### src/rtl/sevenseg_capture.sv
// sevenseg_capture: rebuilds the eight digit codes and decimal points from multiplexed active-low
// seven-segment scan lines and flags scan faults; SEVENSEG_CAPTURE_ASCII_EN adds the digits_out ASCII image.
module sevenseg_capture #(
    parameter int SETTLE_CYCLES  = 4,
    parameter int TIMEOUT_CYCLES = 1000000
) (
    input  logic       clk,
    input  logic       reset,
    input  logic [7:0] an,
    input  logic [6:0] seg,
    input  logic       dp,
    input  logic       clr_err,
    output logic [4:0] d0,
    output logic [4:0] d1,
    output logic [4:0] d2,
    output logic [4:0] d3,
    output logic [4:0] d4,
    output logic [4:0] d5,
    output logic [4:0] d6,
    output logic [4:0] d7,
    output logic [7:0] decpts,
    output logic [7:0] digit_valid,
    output logic       frame_done,
    output logic       multi_err,
    output logic       pat_err
`ifdef SEVENSEG_CAPTURE_ASCII_EN
    ,
    output logic [63:0] digits_out
`endif
);
    localparam int CW = $clog2(SETTLE_CYCLES + 1);
    localparam int TW = $clog2(TIMEOUT_CYCLES + 1);
    localparam logic [1:0] IDLE   = 2'd0;
    localparam logic [1:0] SETTLE = 2'd1;
    localparam logic [1:0] HOLD   = 2'd2;

    function automatic logic [4:0] decode(input logic [6:0] s);
        case (s)
            7'h40: return 5'h00;
            7'h79: return 5'h01;
            7'h24: return 5'h02;
            7'h30: return 5'h03;
            7'h19: return 5'h04;
            7'h12: return 5'h05;
            7'h02: return 5'h06;
            7'h78: return 5'h07;
            7'h00: return 5'h08;
            7'h10: return 5'h09;
            7'h08: return 5'h0A;
            7'h03: return 5'h0B;
            7'h46: return 5'h0C;
            7'h21: return 5'h0D;
            7'h06: return 5'h0E;
            7'h0E: return 5'h0F;
            7'h7F: return 5'h1F;
            default: return 5'h1E;
        endcase
    endfunction

    logic [15:0]   samp_q;
    logic [CW-1:0] cnt_q, cnt_d;
    logic [1:0]    state_q, state_d;
    logic [TW-1:0] tcnt_q, tcnt_d;
    logic [4:0]    dig_q [8];
    logic [7:0]    dp_q, valid_q, valid_d, seen_q, seen_d, low, merged;
    logic [4:0]    code;
    logic          fd_q, multi_q, pat_q;
    logic          same, any_low, one_low, ready, cap, multi_set, frame, timeout;

    always_comb begin
        low       = ~an;
        same      = {an, seg, dp} == samp_q;
        any_low   = |low;
        one_low   = any_low && ((low & (low - 8'd1)) == 8'd0);
        // the decision is taken exactly once per stable sample run; HOLD blocks rewrites
        ready     = same && state_q != HOLD && cnt_q == CW'(SETTLE_CYCLES - 1);
        cap       = ready && one_low;
        multi_set = ready && any_low && !one_low;
        code      = decode(seg);
        cnt_d     = !same ? '0 : cnt_q == CW'(SETTLE_CYCLES) ? cnt_q : cnt_q + CW'(1);
        state_d   = (!same || !any_low) ? IDLE : (state_q == HOLD || ready) ? HOLD : SETTLE;
        // a capture reloads the timeout counter, so it pre-empts a coincident timeout
        timeout   = !cap && tcnt_q == TW'(TIMEOUT_CYCLES - 1);
        tcnt_d    = cap ? '0 : tcnt_q == TW'(TIMEOUT_CYCLES) ? tcnt_q : tcnt_q + TW'(1);
        merged    = seen_q | low;
        frame     = cap && merged == 8'hFF;
        seen_d    = (timeout || frame) ? '0 : cap ? merged : seen_q;
        valid_d   = timeout ? '0 : cap ? valid_q | low : valid_q;
    end

    always_ff @(posedge clk or negedge reset) begin
        if (!reset) begin
            samp_q  <= '1;
            cnt_q   <= '0;
            state_q <= IDLE;
            tcnt_q  <= '0;
            dp_q    <= '0;
            valid_q <= '0;
            seen_q  <= '0;
            fd_q    <= 1'b0;
            multi_q <= 1'b0;
            pat_q   <= 1'b0;
            for (int i = 0; i < 8; i++) dig_q[i] <= 5'h1F;
        end else begin
            samp_q  <= {an, seg, dp};
            cnt_q   <= cnt_d;
            state_q <= state_d;
            tcnt_q  <= tcnt_d;
            valid_q <= valid_d;
            seen_q  <= seen_d;
            fd_q    <= frame;
            multi_q <= (multi_q && !clr_err) || multi_set;
            pat_q   <= (pat_q && !clr_err) || (cap && code == 5'h1E);
            for (int i = 0; i < 8; i++) begin
                if (cap && low[i]) begin
                    dig_q[i] <= code;
                    dp_q[i]  <= ~dp;
                end
            end
        end
    end

    assign d0          = dig_q[0];
    assign d1          = dig_q[1];
    assign d2          = dig_q[2];
    assign d3          = dig_q[3];
    assign d4          = dig_q[4];
    assign d5          = dig_q[5];
    assign d6          = dig_q[6];
    assign d7          = dig_q[7];
    assign decpts      = dp_q;
    assign digit_valid = valid_q;
    assign frame_done  = fd_q;
    assign multi_err   = multi_q;
    assign pat_err     = pat_q;

`ifdef SEVENSEG_CAPTURE_ASCII_EN
    function automatic logic [7:0] to_ascii(input logic [4:0] c);
        return c < 5'd10 ? 8'h30 + {3'b0, c} : c < 5'h10 ? 8'h37 + {3'b0, c} : c == 5'h1F ? 8'h20 : 8'h3F;
    endfunction

    logic [63:0] asc_q;

    always_ff @(posedge clk or negedge reset) begin
        if (!reset) begin
            asc_q <= {8{8'h20}};
        end else begin
            for (int i = 0; i < 8; i++) begin
                if (cap && low[i]) asc_q[i*8 +: 8] <= to_ascii(code);
            end
        end
    end

    assign digits_out = asc_q;
`endif
endmodule

### config.mk
export PLATFORM = sky130hd
export DESIGN_NAME = sevenseg_capture
export DESIGN_NICKNAME = d
export VERILOG_FILES = /design/src/rtl/sevenseg_capture.sv
export SDC_FILE = /design/constraint.sdc
export NUM_CORES = 1
export LEC_CHECK = 0
export BUFFER_PORTS_ARGS = -buffer_cell sky130_fd_sc_hd__clkbuf_2
export CAP_MARGIN = 20
export CORE_MARGIN = 3
export CORE_UTILIZATION = 34
export DETAILED_ROUTE_END_ITERATION = 16
export GPL_TIMING_DRIVEN = 0
export PLACE_DENSITY = 0.61
export RECOVER_POWER = 50
export SYNTH_ARGS = -nofsm -noshare
export SYNTH_HDL_FRONTEND = slang
export SYNTH_SLANG_ARGS = --single-unit
### constraint.sdc
create_clock -name clk -period 4.6 [get_ports clk]
set_clock_uncertainty 0.05 [all_clocks]
set_input_delay 0.46 -clock clk [delete_from_list [all_inputs] [get_ports clk]]
set_output_delay 0.46 -clock clk [all_outputs]
set_load 0.03 [all_outputs]
== Yosys cells after proc, flatten, opt, wreduce, memory -nomap -nowiden ==
Cells that the tools add are included.
Storage, ports and cells
  logic and storage cells: 105
  output and inout port bits: 59
  flip-flop bits (word level): 108
  bits of input ports: 19
Cells by class
  reduce and logical (&&, ||, !) cells: 34
  bitwise operators: 5
  add/subtract/negate cells: 3
  equal/unequal tests: 27
  multiplexer cells: 11
Operators by type and width (count)
  one-hot mux 5 bit (17 select lines): 1
  equality test 20 bit (second input constant): 2
  2-to-1 mux 20 bit: 2
  equality test 7 bit (second input constant): 5
  2-to-1 mux 8 bit: 4
  equality test 7 x 5 -> 1 bit (second input constant): 3
  equality test 7 x 6 -> 1 bit (second input constant): 3
  adder 20 x 1 -> 20 bit (second input constant): 1
  logical AND 1 bit: 19
  equality test 16 bit: 1
  OR 8 bit: 2
  equality test 7 x 2 -> 1 bit (second input constant): 2
  equality test 7 x 4 -> 1 bit (second input constant): 2
  AND 8 bit: 1
  equality test 8 bit (second input constant): 1
  zero test 8 bit: 1
  inverter 8 bit: 1
  OR reduction 8 bit: 1
  subtractor 8 x 1 -> 8 bit (second input constant): 1
  equality test 7 x 3 -> 1 bit (second input constant): 1
  zero test 7 bit: 1
  2-to-1 mux 3 bit: 2
  != test 2 bit (second input constant): 3
  equality test 5 bit (second input constant): 1
  9 further kinds: 19

== Logic depth before layout (Yosys ltp) ==
Gate-level depths: netlist (run 1).
  depth in word-level cells: 10
  depth in mapped cells: 8
  depth with buffers taken out: 6

== Worst setup path after synthesis (run 1) ==
Ideal clock, no wire load.
  kind: input -> register
  start: input dp
  end: register dig_q, in the netlist d7[0]
  data required time: 4.468 ns
  library setup time: 0.082 ns
  buffers on the path: 3
  cell stages on the path: 8
  slack: 2.235 ns
  data arrival time: 2.233 ns
  cells stage by stage: buf_2 > xor2_1 > nor4_2 > nand4_2 > buf_6 > or3_1 > buf_4 > mux2_4
On the way
  word-level cells in the longest chain between the ends: 5
Ends and longest elaborated chain
  from (decl): line 11  | input logic dp,
  equality test 16 bit: line 72  | same = {an, seg, dp} == samp_q;
  logical AND 1 bit (2 in a row): line 76  | ready = same && state_q != HOLD && cnt_q == CW'(SETTLE_CYCLES - 1);
  logical AND 1 bit: line 77  | cap = ready && one_low;
  logical AND 1 bit: line 115  | if (cap && low[i]) begin
  to (signal, indexed assignment): line 116  | dig_q[i] <= code;
  to (decl): line 64  | logic [4:0] dig_q [8];
Every way passes these cells.
A chain may end at the register's enable or synchronous reset.

== Worst setup path in the final report (run 1) ==
  start: register samp_q[11]
  end: register tcnt_q[3]
On the way
  word-level cells in the longest chain between the ends: 5
  elaborated cells on any way between the ends: 6
  classes of those cells: eq/ne (2); mux (1); reduce/logical (3)
Ends and longest elaborated chain
  from (decl): line 60  | logic [15:0] samp_q;
  from (signal assigned): line 105  | samp_q <= {an, seg, dp};
  equality test 16 bit (*): line 72
  logical AND 1 bit (*) (2 in a row): line 76
  logical AND 1 bit (*): line 77
  != test 2 bit (no source line) or 2-to-1 mux 20 bit (tied branches)
  to (signal assigned): line 108  | tcnt_q <= tcnt_d;
  to (decl): line 63  | logic [TW-1:0] tcnt_q, tcnt_d;
Every way passes the cells marked *; elsewhere a longest branch is shown, timed or not.

==> results of run 1 <==
-- layout make-up --
cell class,count,area share
Clock buffer,9,0.0346
Multi-Input combinational cell,314,0.381
Tap cell,216,0.0415
Timing Repair Buffer,79,0.0556
Sequential cell,108,0.426
Inverter,33,0.0190
Clock inverter,7,0.0158
Buffer,34,0.0265
-- cell usage after synthesis (9+ instances only) --
master                      instances  share of area
sky130_fd_sc_hd__nand2_1           16          0.011
sky130_fd_sc_hd__nand3_1           15          0.014
sky130_fd_sc_hd__dfstp_2           56           0.27
sky130_fd_sc_hd__o21ai_1           11         0.0099
sky130_fd_sc_hd__nor2_1            34          0.023
sky130_fd_sc_hd__o2111ai_1          9          0.014
sky130_fd_sc_hd__xor2_1            27          0.043
sky130_fd_sc_hd__dfrtp_1           52           0.23
sky130_fd_sc_hd__xnor2_1           10          0.016
sky130_fd_sc_hd__a21oi_1           26          0.023
sky130_fd_sc_hd__buf_2             15          0.014
sky130_fd_sc_hd__mux2_4            33          0.089
sky130_fd_sc_hd__inv_1             33          0.022
sky130_fd_sc_hd__nor2b_1           12          0.014
sky130_fd_sc_hd__nand4_1            9          0.010
sky130_fd_sc_hd__clkbuf_1          15          0.010
-- how the worst min path moves through the flow --
stage / cells past startpoint / from / endpoint / slack, ps
2_1_floorplan: 0 / reset / cnt_q[0] / 110
3_3_place_gp: 1 / pat_err / pat_err / 430
3_5_place_dp: 1 / pat_err / pat_err / 440
4_1_cts: 1 / seg[3] / samp_q[4] / 130
5_1_grt: 1 / seg[3] / samp_q[4] / 140
6_report: 1 / seg[3] / samp_q[4] / 140
-- registers in the layout (all words and copies together) (netlist names), 8 cells and up --
name and count:
samp_q 16, tcnt_q 20, digit_valid 8, seen_q 8, decpts 8
-- cells by family (layout without fill, tap and decap cells) --
| family | after synthesis | count (layout) |
|---|---|---|
| buffers and inverters | 67 | 162 |
| XOR/XNOR | 37 | 37 |
| multiplexers | 47 | 47 |
| flip-flops | 108 | 108 |
| adder cells (fa/ha/maj) | 6 | 6 |
| AND/OR/NAND/NOR | 143 | 143 |
| AO/OA/AOI/OAI | 81 | 81 |
-- metal layers --
layer | up-vias | GRT usage | wire length (µm)
li1 | 1918 | - | -
met1 | 1930 | 0.197 | 5920
met2 | 112 | 0.234 | 5990
met3 | 11 | 0.0408 | 660
met4 | 0 | 0.0377 | 130
met5 | - | 0 | 0
-- critical path, delay by kind of cell, from the launching register on --
kind | cells | cell delay, ps
simple gates | 4 | 1440
buf+inv | 2 | 560
flops | 1 | 530
xor+xnor | 1 | 60
-- metrics by stage --
stage,cells,total power (µW)
floorplan,489,1050
global placement,782,1100
detailed placement,783,1100
CTS,799,1940
global route,800,2000
finish,800,1910
-- report_power, final --
group          leakage (µW)  switching (µW)  internal, µW  total, µW
Sequential          0.00127            3.29           964        967
Clock              0.000160             387           443        829
Combinational       0.00149            81.9          34.3        116
Total               0.00292             472          1440       1910
==> results.md, run 1 <==
- The data arrival at the endpoint of the critical path is just under 3000 ps.
- For the worst-skew pair, the clock arrives at the later sink with an insertion delay of 350 ps.
- The detailed router placed 3971 vias in this run.
- The flip-flop cell with the highest count after synthesis is sky130_fd_sc_hd__dfstp_2.
- The final max-slew violation count is approximately 110.
- When the netlist entered floorplanning its net count stood at roughly 510.
- The number of cell instances on the worst register-to-register path is 7.
- The via density per instance is ~5.0.
- The final reports fail on capacitance limit, slew limit.
- Counting the buffers created by CTS gives 9.
- The run finished, with violations left.
- The multi-input gate area in the final layout is 2480 µm².
- Summed over all cells, the static leakage comes to a little under 0.003 µW.
- The most common cell after layout, fill and taps aside is sky130_fd_sc_hd__dfstp_2.
- Of the total synthesized cell area, the portion taken by XOR and XNOR cells is 0.0584.
- The congestion estimate from routability-driven global placement came to 0.830.
- The reg2reg setup slack is 1830 ps.
- The initial antenna violation count came to 0.
- The area after detailed placement is 6210 µm².
- For this block, the routed nets add up to about 13 mm of wire.
- 0 antenna diodes ended up in the layout.
- The critical path starts at samp_q[11].
- The critical path ends at tcnt_q[3].
- The row count is 46.
- Global routing finished with a remaining overflow of 0.
- The worst min-delay path category is in2reg.
- For this run, the register share of the synthesized area comes to 0.500.
- Setup repair after global routing left no endpoint under its margin.
- The gate count after technology mapping is 489.
- The critical path in this run is classified as reg2reg.
- Before antenna repair, the detailed router went through 4 iterations.
- The cell at the slowest stage of the critical path is sky130_fd_sc_hd__nor4_2.
- The filler cells instantiated in the layout total approximately 1600.
- The power density over the cells is 294 nW/µm².
- The net count of the finished layout is 603.
- Of the cells placed in the final design, the portion with a size suffix greater than 1 is 0.327.
- The worst endpoint required time is between 4000 and 5000 ps.
- The number of hold violations in the final report came to 0.
- After clock tree synthesis, the setup repair step added 0 buffers.
- The die is 134 µm wide.
- The post-place setup slack is 1540 ps.
- The sink count of the clock tree is 108.
- The endpoint class of the critical path is a register.
- In the layout the commonest cells are 56 x sky130_fd_sc_hd__dfstp_2, 52 x sky130_fd_sc_hd__dfrtp_1, 48 x sky130_fd_sc_hd__clkbuf_2.
- The first global-routing pass estimated 21.0 mm of wire.
- The warning count from the yosys run is 0.
- Gates resized during post-CTS repair numbered 0.
- The number of hold-repair buffers added at the cts stage is 0.
- The synthesized netlist occupies a cell area of 5550 µm².
- The number of synthesized register bits is approximately 110.
- The area fraction in compound gates after synthesis is 0.107.
- The arithmetic-cell share of the synthesized area counting full adders, half adders and majority gates is 0.0131.
- In this run, the number of DRC markers left after iteration 0 of detailed routing was 282.
- The share of flip-flops with an asynchronous set or reset after synthesis is 1.00.
- Hold is met by 144 ps.
- The post-route cell area is 6500 µm².
- In this run the tool buffered the top-level ports with 77 buffer cells.
- For the final routed database, the setup TNS stands at 0 ps.
- The clock tree from TritonCTS is built.
- The number of global-route vias before repair is between 4000 and 5000.
- Relative to the synthesized area, the layout overhead comes to 17.3%.
- The post-detailed-route wirelength per cell is 15.9 µm.
- CTS placed an instance of sky130_fd_sc_hd__clkbuf_16 at the clock tree root.
- The startpoint type of the worst setup path is a register.
- The largest single stage delay on the critical path is 650 ps.
- Pin placement for this block handled a little under 80 I/O pins.
- For this run, the share of the core covered by cells in the final layout is 0.408.
- The die area is roughly 18000 µm².
- The maximum clock insertion buffer count is 2.
- The maximum number of pins on one net before global-route repair is 109.
- The tool flagged a number of max-cap violations equal to 1.
- Of the total synthesized cell area, the portion taken by AND, OR, NAND and NOR gates is 0.152.
- The end of the worst register-to-register path is tcnt_q[3].
- The synthesized area divided by synthesized cell count is 11.3 µm².
- The H-tree was split into 3 levels.
- The register area is between 2000 and 3000 µm².
- The worst pin sits at a relative slew slack of -0.696.
- The unique cell type count in the Yosys netlist is between 60 and 70.
- The floorplan step defined a core boundary enclosing 15900 µm².
- The synthesized design contains 0 enable-type register cells.
- Setup violations remaining at the end of the flow were counted as 0.
- Setup slack closes at 1830 ps.
- The startpoint of the worst register-to-register path is samp_q[11].
- After detailed routing, the number of remaining DRC violations is 0.
- At the pin with the least slew margin, the transition time is about 2500 ps.
- The highest ir drop seen on vdd is about 0.18 mV.
- Along the worst path, the maximum fanout reaches 10.
- Across every metal layer, demand over resource in global routing totals 0.146.
- Derived from the worst setup path, the maximum achievable clock frequency is between 300 and 400 MHz.
- The initial core utilization is 0.348.
- The signal on the critical path passes through xor2_1 -> nor4_1 -> nand4_2 -> buf_6 -> nor4_2 -> buf_2 -> nor2_1.
- The placed wire-length estimate is a little over 9 mm.
- The number of nets with antenna violations after routing is 0.
- The combinational family with the most area after synthesis is simple AND/OR/NAND/NOR gates.
- Of the post-synthesis cell area, the part taken by muxes is 0.116.
- The clock-pin slew on the worst setup and hold paths is 80 ps.
- The die boundary height is roughly 130 µm.
- The routed design could run at a clock period as short as roughly 2800 ps.
- The portion of the clock cycle consumed by the worst path in the final layout is 0.601.
Note: power is estimated with default switching activity, not from simulation.
==> inputs of run 2 (changes only) <==
==> constraint.sdc (replaced) <==
create_clock -name clk -period 2.7 [get_ports clk]
set_clock_uncertainty 0.05 [all_clocks]
set_input_delay 0.27 -clock clk [delete_from_list [all_inputs] [get_ports clk]]
set_output_delay 0.27 -clock clk [all_outputs]
set_load 0.03 [all_outputs]
==> run 2 against run 1 <==
Effect of this change:
- the flow still finishes with violations (capacitance limit, slew limit)
- final area grew 2.3%
- final cell count is 1.6% higher
- worst hold slack worse by 90 ps
- register-to-register slack worse by 1600 ps
- critical path type unchanged
- global-route usage rose by 0.19 points
- worst setup slack lost 1600 ps
- sequential cell count did not move
- utilization rose by 0.96 points
- combinational power up 86%
- count of clock-buffer cells in the layout stayed put
- largest power group unchanged
- power rose by 71%
- via count increased by 2.7%
==> results.md, run 2 (synthesis results as in run 1) <==
- The initial antenna violation count came to 0.
- The worst setup path is captured at a register.
- Of the cells placed in the final design, the portion with a size suffix greater than 1 is 0.323.
- In this run the deepest clock path goes through 2 buffers.
- Summed over all cells, the static leakage comes to approximately 0.003 µW.
- Along the worst hold path, the cell count comes to 1.
- Leaving out fill and tap cells, the most frequent cell in the layout is sky130_fd_sc_hd__dfstp_2.
- Buffers placed on the I/O ports in this run total 77.
- The checks that failed: capacitance limit, slew limit.
- In this run the post-CTS setup repair buffer count came out at 0.
- The root buffer cell chosen for the clock tree is sky130_fd_sc_hd__clkbuf_16.
- The worst hold path begins at seg[6].
- Across every metal layer, demand over resource in global routing totals 0.148.
- The total power draw is 3280 µW.
- The final max-slew violation count is 109.
- The library cells used most frequently in the layout, excluding fill and tap cells, are 56 x sky130_fd_sc_hd__dfstp_2, 52 x sky130_fd_sc_hd__dfrtp_1, 47 x sky130_fd_sc_hd__clkbuf_2.
- The register with the most flip-flops in the layout has 20 of them.
- Setup repair after global routing left no endpoint under its margin.
- The flow ran to the end, but the final reports show violations.
- For this run, design rule violations remaining after detail routing come to 0.
- The core area is 15900 µm².
- about 80 I/O pins were placed.
- The fraction of the core area covered by cells at the end of the flow is 0.418.
- The die covers 17900 µm².
- The number of global-route vias before repair is a little over 4000.
- Setup violations remaining at the end of the flow were counted as 0.
- The tool flagged a number of max-cap violations equal to 1.
- The maximum number of pins on one net before global-route repair is 109.
- The number of DRC markers in iteration 0 is 277.
- The sink count of the clock tree is 108.
- Of all nets on the critical path, the largest fanout is 7.
- For this run, the post-layout net count is 616.
- The maximum level of the CTS H-tree is 3.
- The number of cell instances on the worst register-to-register path is 6.
- The portion of the clock cycle consumed by the worst path in the final layout is 0.921.
- In the final routed layout, each cell accounts on average for 15.8 µm.
- The die boundary height is ~130 µm.
- The pre-antenna-repair detailed-routing pass consisted of 4 iterations.
- The startpoint of the worst register-to-register path is samp_q[11].
- Counting flops per register, the top entry is tcnt_q.
- The reg2reg setup slack is approximately 210 ps.
- The global-route wire length before repair is 21.3 mm.
- The critical path in this run is classified as reg2reg.
- The horizontal extent of the die is ~130 µm.
- The number of hold violations in the final report was 0.
- Summing all multi-input logic gate instances after layout gives ~2500 µm².
- Data arrives at the worst endpoint at 2720 ps.
- For this configuration, the core starts out at a cell density of 0.348.
- For the pin with the worst max-slew slack, the measured transition is between 2000 and 2500 ps.
- The number of clock buffers added by TritonCTS is 9.
- The number of vias in the routed layout is just over 4000.
- The relative slew slack is -0.531.
- The number of nets with antenna violations after routing is 0.
- The largest registers in the layout are tcnt_q x20, samp_q x16.
- TritonCTS built the clock tree.
- At the later pin of the worst-skew pair, clock insertion delay measures 350 ps.
- The power density over the cells is 492 nW/µm².
- The HPWL after detailed placement is 9.10 mm.
- Setup total negative slack on the finished layout was measured at 0 ps.
- For the worst setup path, the data required time is 2930 ps.
- The routability congestion estimate from global placement is slightly above 0.8.
- The row count is between 40 and 50.
- The maximum clock frequency is 402 MHz.
- The worst-case IR drop observed on VDD is 0.299 mV.
- The worst min-delay path category is in2reg.
- Across the whole layout, storage elements account for between 2000 and 3000 µm².
- STA classifies the critical path startpoint as a register.
- After detailed routing, the number of vias per cell comes to 5.02.
- The total congestion overflow is 0.
- The critical path startpoint is samp_q[11].
- The number of antenna diodes in the final layout is 0.
- The synthesis-to-layout area growth is 20.1%.
- Clock-pin slew was measured on the worst setup and hold paths at 80 ps.
- Fill cells in the final layout number 1557.
- The smallest clock period supported by the final layout is computed as 2490 ps.
- The routed design has 12.9 mm of wire.
run 2: cell types whose count changed in the layout (fill, tap and decap cells not counted):
cell / previous run / this run
sky130_fd_sc_hd__nor4_4: 0 / 1
sky130_fd_sc_hd__buf_2: 16 / 17
sky130_fd_sc_hd__clkbuf_2: 48 / 47
sky130_fd_sc_hd__a41oi_2: 0 / 1
sky130_fd_sc_hd__dlygate4sd3_1: 0 / 13
sky130_fd_sc_hd__a41oi_1: 1 / 0
sky130_fd_sc_hd__nor4_1: 3 / 2
run 2: area by class of cell:
cell class                      count  area share
Buffer                             34      0.0259
Timing Repair Buffer               92      0.0739
Sequential cell                   108       0.416
Tap cell                          216      0.0406
Multi-Input combinational cell    314       0.375
Clock inverter                      7      0.0154
Inverter                           33      0.0186
Clock buffer                        9      0.0338
run 2: critical path: stages (launching register included):
cell,delay [ps]
sky130_fd_sc_hd__dfstp_2,530
sky130_fd_sc_hd__xor2_1,70
sky130_fd_sc_hd__nor4_2,400
sky130_fd_sc_hd__nand4_2,250
sky130_fd_sc_hd__or4_1,590
sky130_fd_sc_hd__buf_2,220
sky130_fd_sc_hd__mux2_4,310
run 2: per-layer routing:
| layer | track usage | share of wire | vias up |
|---|---|---|---|
| li1 | - | - | 1943 |
| met1 | 0.198 | 0.46 | 2016 |
| met2 | 0.240 | 0.48 | 117 |
| met3 | 0.0408 | 0.053 | 4 |
| met4 | 0.0360 | 0.0049 | 0 |
| met5 | 0 | 0 | - |
run 2: final timing paths:
check | end
setup / recovery | d3[2]
hold / removal | samp_q[7]
setup reg to reg | d3[2]
hold reg to reg | pat_err
max in group asynchronous | tcnt_q[18]
min in group asynchronous | decpts[4]
run 2: timing repair:
| action | in CTS | in global routing |
|---|---|---|
| resized for setup | 1 | 2 |
| hold buffers | 13 | 0 |
| endpoints found under the setup margin | 20 | 60 |
| gates cloned | 0 | 0 |
| hold endpoints to repair | 13 | 0 |
run 2: power by group:
group / internal (µW) / leakage, µW / switching, µW
clock: 754 / 0.000160 / 658
combinational: 71.3 / 0.00156 / 145
sequential: 1640 / 0.00127 / 5.55
total: 2470 / 0.00298 / 808
run 2: through the flow:
step                      instances  hold WS, ps  worst slack [ps]  instance area (µm²)
after CTS                       812         9.41              20.1                 6680
after floorplan                 489        -75.6               458                 5550
after global placement          782          322              -107                 6200
after global routing            813         48.0              33.8                 6660
final                           813         54.4               213                 6660
after detailed placement        783          322              -171                 6210
